[config.mk]
export PLATFORM = sky130hd
export DESIGN_NAME = mp_add_seq
export DESIGN_NICKNAME = d
export VERILOG_FILES = /design/src/rtl/mp_add_seq.sv
export SDC_FILE = /design/constraint.sdc
export NUM_CORES = 1
export LEC_CHECK = 0
export CELL_PAD_IN_SITES_DETAIL_PLACEMENT = 1
export CELL_PAD_IN_SITES_GLOBAL_PLACEMENT = 1
export CORE_ASPECT_RATIO = 1.5
export CORE_MARGIN = 5
export CORE_UTILIZATION = 39
export CTS_BUF_LIST = sky130_fd_sc_hd__clkbuf_8
export DETAILED_ROUTE_END_ITERATION = 8
export PLACE_DENSITY = 0.85
export SYNTH_ARGS = -nofsm -noshare
export SYNTH_HDL_FRONTEND = slang
export SYNTH_SLANG_ARGS = --single-unit
[constraint.sdc]
create_clock -name clk -period 4.5 [get_ports clk]
set_clock_uncertainty 0.05 [all_clocks]
set_input_delay 1.125 -clock clk [delete_from_list [all_inputs] [get_ports clk]]
set_output_delay 1.125 -clock clk [all_outputs]
set_load 0.02 [all_outputs]
[src/rtl/mp_add_seq.sv]
// Multi-precision add sequencer.
// A single W-bit ripple adder (fa_n) is reused for N cycles, least-significant
// chunk first, to add two W*N-bit operands plus a carry-in. The carry is held
// in a register between chunks. Requests and results use valid/ready handshakes.

// W-bit adder with carry-in and carry-out
module fa_n #(
    parameter int W = 16
) (
    input  logic [W-1:0] a,
    input  logic [W-1:0] b,
    input  logic         c_in,
    output logic [W-1:0] s,
    output logic         c_out
);

    logic [W:0] total_s;

    // Zero-extend both operands so the top bit of the result is the carry-out
    always_comb begin
        total_s = {1'b0, a} + {1'b0, b} + {{W{1'b0}}, c_in};
        s       = total_s[W-1:0];
        c_out   = total_s[W];
    end

endmodule

module mp_add_seq #(
    parameter int W = 16,
    parameter int N = 4
) (
    input  logic           clk,
    input  logic           rst,
    input  logic           in_valid,
    output logic           in_ready,
    input  logic [W*N-1:0] a_in,
    input  logic [W*N-1:0] b_in,
    input  logic           c_in,
    output logic           out_valid,
    input  logic           out_ready,
    output logic [W*N-1:0] sum,
    output logic           c_out
);

    // One extra bit keeps the counter legal (non-zero width) when N == 1
    localparam int IW = $clog2(N) + 1;

    typedef enum logic [1:0] {
        ST_IDLE = 2'd0,
        ST_RUN  = 2'd1,
        ST_DONE = 2'd2
    } state_t;

    state_t           state_r;
    state_t           state_next_s;
    logic [IW-1:0]    idx_r;
    logic             carry_r;
    logic [W*N-1:0]   a_r;
    logic [W*N-1:0]   b_r;
    logic [W*N-1:0]   sum_r;
    logic             c_out_r;
    logic             in_ready_s;
    logic             out_valid_s;
    logic             last_chunk_s;
    logic [W-1:0]     a_chunk_s;
    logic [W-1:0]     b_chunk_s;
    logic [W-1:0]     fa_sum_s;
    logic             fa_carry_s;

    // Select the current chunk of each latched operand for the shared adder
    always_comb begin
        a_chunk_s    = a_r[int'(idx_r)*W +: W];
        b_chunk_s    = b_r[int'(idx_r)*W +: W];
        last_chunk_s = (idx_r == IW'(N - 1));
    end

    fa_n #(
        .W (W)
    ) u_fa (
        .a     (a_chunk_s),
        .b     (b_chunk_s),
        .c_in  (carry_r),
        .s     (fa_sum_s),
        .c_out (fa_carry_s)
    );

    // State register; reset wins over everything, discarding any in-flight op
    always_ff @(posedge clk) begin
        if (rst) begin
            state_r <= ST_IDLE;
        end else begin
            state_r <= state_next_s;
        end
    end

    // Next-state and handshake decode
    always_comb begin
        state_next_s = state_r;
        in_ready_s   = 1'b0;
        out_valid_s  = 1'b0;
        case (state_r)
            ST_IDLE: begin
                in_ready_s = 1'b1;
                if (in_valid) begin
                    state_next_s = ST_RUN;
                end else begin
                    state_next_s = ST_IDLE;
                end
            end
            ST_RUN: begin
                if (last_chunk_s) begin
                    state_next_s = ST_DONE;
                end else begin
                    state_next_s = ST_RUN;
                end
            end
            ST_DONE: begin
                out_valid_s = 1'b1;
                if (out_ready) begin
                    state_next_s = ST_IDLE;
                end else begin
                    state_next_s = ST_DONE;
                end
            end
            default: begin
                state_next_s = ST_IDLE;
            end
        endcase
    end

    // Datapath: latch operands on accept, then one chunk per RUN cycle
    always_ff @(posedge clk) begin
        if (rst) begin
            idx_r   <= {IW{1'b0}};
            carry_r <= 1'b0;
            a_r     <= {(W*N){1'b0}};
            b_r     <= {(W*N){1'b0}};
            sum_r   <= {(W*N){1'b0}};
            c_out_r <= 1'b0;
        end else begin
            case (state_r)
                ST_IDLE: begin
                    if (in_valid) begin
                        a_r     <= a_in;
                        b_r     <= b_in;
                        carry_r <= c_in;
                        idx_r   <= {IW{1'b0}};
                    end
                end
                ST_RUN: begin
                    sum_r[int'(idx_r)*W +: W] <= fa_sum_s;
                    carry_r                   <= fa_carry_s;
                    idx_r                     <= idx_r + IW'(1);
                    if (last_chunk_s) begin
                        c_out_r <= fa_carry_s;
                    end
                end
                ST_DONE: begin
                    // Result held stable until the consumer takes it
                end
                default: begin
                    idx_r <= {IW{1'b0}};
                end
            endcase
        end
    end

    assign in_ready  = in_ready_s;
    assign out_valid = out_valid_s;
    assign sum       = sum_r;
    assign c_out     = c_out_r;

endmodule

==> impl_metrics.json <==
{
  "rows": 68,
  "syn_avg_cell_area_um2": 8.48,
  "slew_violations": 0,
  "cap_violations": 0,
  "async_reset_ff_frac": 0,
  "grt_pass1_wl_um": 45400,
  "coreArea_um2": 22900,
  "grt_pass1_vias": 8730,
  "synth.top_cell.area_share": 0.442,
  "vias_per_cell": 5.39,
  "wirelength_um": 28500,
  "hold_viol_final": 0,
  "crit_path_start": "idx_r[1]",
  "power.leakage_nw": 4.13,
  "fp.dieW_um": 134,
  "pre_cts_ws_ns": 0.768,
  "ys_ff_latch": 199,
  "fin_cells": 1507,
  "setup_slack_ns": 0.759,
  "clk_path_buf_depth": 2,
  "rrSetupSlack_ns": 0.76,
  "groute.usage.overall": 0.217,
  "mostFrequentLayoutCells": "nand2_1 (287), clkdlybuf4s50_1 (198), dfxtp_1 (197)",
  "fmax_mhz": 267,
  "num-fill-cells": 2677,
  "outcome": "complete, no violations",
  "fin_hold_ws_ns": 0.409,
  "gp_congestion": 0.852,
  "setup_viol": 0,
  "crit_required_ns": 4.87,
  "ir_worst_vdd_uv": 177,
  "r2r-start": "idx_r[1]",
  "synth_area_leaders": "dfxtp_1 (44%), nand2_1 (12%), a21oi_1 (8.8%)",
  "firstDrtPassIters": 4,
  "synth_ff_type": "dfxtp_1",
  "mostFrequentLayoutCell": "nand2_1",
  "critical_path_class": "flop to flop",
  "start_util": 0.394,
  "min_period_ns": 3.74,
  "rr_worst_depth": 12,
  "cts_htree_levels": 4,
  "area_delta_synth_final_pct": 28.0,
  "pwr-share-comb": 0.169,
  "drc": 0,
  "tightest_slew_ns": 1.02,
  "slew_headroom": 0.318,
  "power_density_nw_per_um2": 316,
  "cts-root-buf": "clkbuf_8",
  "synth_top_area_cell": "dfxtp_1",
  "grt_overflow": 0,
  "critPathCapture": "sum[8]",
  "total_power_mw": 3.64,
  "nets": 1371,
  "dieArea_um2": 26300,
  "placed_cells": 1475,
  "cts_setup_buffers": 0,
  "reg2reg_to": "sum[8]",
  "cts_sinks": 199,
  "vias": 8119,
  "syn_area_um2": 9010,
  "rsz0062_at_grt": "no",
  "ctsResizeCount": 0,
  "p_int_mw": 2.58,
  "synth_edf_count": 0,
  "start_kind": "flop",
  "seq_area_um2": 3990,
  "grt_max_degree": 145,
  "crit_path_end_kind": "flop",
  "seqPwrFrac": 0.519,
  "clock_latency_ns": 0.49,
  "wl_per_cell_um": 18.9,
  "cts_tree": "built",
  "yosysUniqueCellTypes": 63,
  "path_clk_slew_ns": 0.10,
  "critical_path.max_fanout": 25,
  "cp.arrival_ns": 4.11,
  "ctsHoldBuffers": 0,
  "placement.io_buffers": 199,
  "finalCritPeriodShare": 0.831,
  "p_switching_mw": 1.06,
  "num_antenna_cells": 0,
  "sw_frac_of_total": 0.291,
  "synthCells": 1062,
  "multi_input_area_um2": 4650,
  "grt_antenna_before_repair": 0,
  "die_y_um": 196,
  "ios": 200,
  "hold_path_class": "flop to flop",
  "cts_made_buffers": 17,
  "yosysWarningCount": 0,
  "ant_nets": 0,
  "ys_seq_area_frac": 0.442,
  "dpl.hpwl_um": 21700,
  "drive_gt1_frac": 0.0774,
  "tns_ns": 0,
  "drt-initial-drc-count": 405,
  "synth_nets": 1219,
  "clkPwrFrac": 0.312
}
## critical path, stage by stage (launching register included)
cell	delay, ns
dfxtp_2	0.81
buf_4	0.37
mux4_2	0.23
and2_1	0.14
fa_1	0.18
inv_1	0.05
fa_1	0.40
nor2b_1	0.22
o2111a_1	0.28
o211ai_1	0.10
a211oi_1	0.57
nand2_1	0.11
a21oi_1	0.15
## cells in the mapped netlist (all sizes together) (9+ instances only)
cell,n
a21oi,159
a22oi,26
and2,38
buf,33
clkbuf,45
dfxtp,199
ha,22
inv,15
mux4,30
nand2,289
nand3,9
nand3b,23
nor2,55
o21ai,27
## cell families after synthesis
logic type / after synthesis / synth area share
xor+xnor: 5 / 0.00486
compound gates: 254 / 0.171
simple gates: 453 / 0.225
fa+ha+maj: 24 / 0.0350
mux: 34 / 0.0794
flops: 199 / 0.442
buf+inv: 93 / 0.0425
## worst min path at each step
| stage | to | from | slack [ns] | cells after the start |
|---|---|---|---|---|
| after floorplan | a_r[1] | a_r[1] | 0.38 | 2 |
| after CTS | sum[2] | sum[2] | 0.41 | 2 |
| after detailed placement | sum[2] | sum[2] | 0.40 | 2 |
| final | a_r[57] | a_r[57] | 0.41 | 2 |
| after global placement | b_r[18] | b_r[18] | 0.39 | 2 |
| after global routing | b_r[26] | b_r[26] | 0.43 | 2 |
## area by class of cell
| type | instances | area share |
|---|---|---|
| multi-input cells | 770 | 0.404 |
| clock buffers | 18 | 0.0215 |
| repair buffers | 211 | 0.182 |
| well taps | 280 | 0.0304 |
| flip-flops and latches | 199 | 0.346 |
| inverters | 15 | 0.00488 |
| clock inverters | 14 | 0.0120 |
## state kept, by name, summed over array words and instances (netlist names)
name,count
carry_r,1
a_r,64
c_out,1
sum,64
state_r,2
idx_r,3
b_r,64
## through the flow
stage / util / instance area [um2]
after detailed placement: 0.487 / 11100
final: 0.504 / 11500
after global routing: 0.504 / 11500
after global placement: 0.487 / 11100
after CTS: 0.504 / 11500
after floorplan: - / 9010
## metal layers
layer / wire length (um) / track usage
met2: 15700 / 0.417
met1: 10800 / 0.234
met4: 813 / 0.0811
met5: 0 / 0
met3: 1150 / 0.0382
## power groups by stage
stage | clock (mW) | sequential (mW) | combinational, mW
floorplan | 0 | 1.91 | 0.362
global placement | 0 | 1.93 | 0.601
detailed placement | 0 | 1.93 | 0.617
CTS | 1.16 | 1.89 | 0.621
global route | 1.23 | 1.90 | 0.674
finish | 1.14 | 1.89 | 0.615
Note: power is estimated with default switching activity, not from simulation.
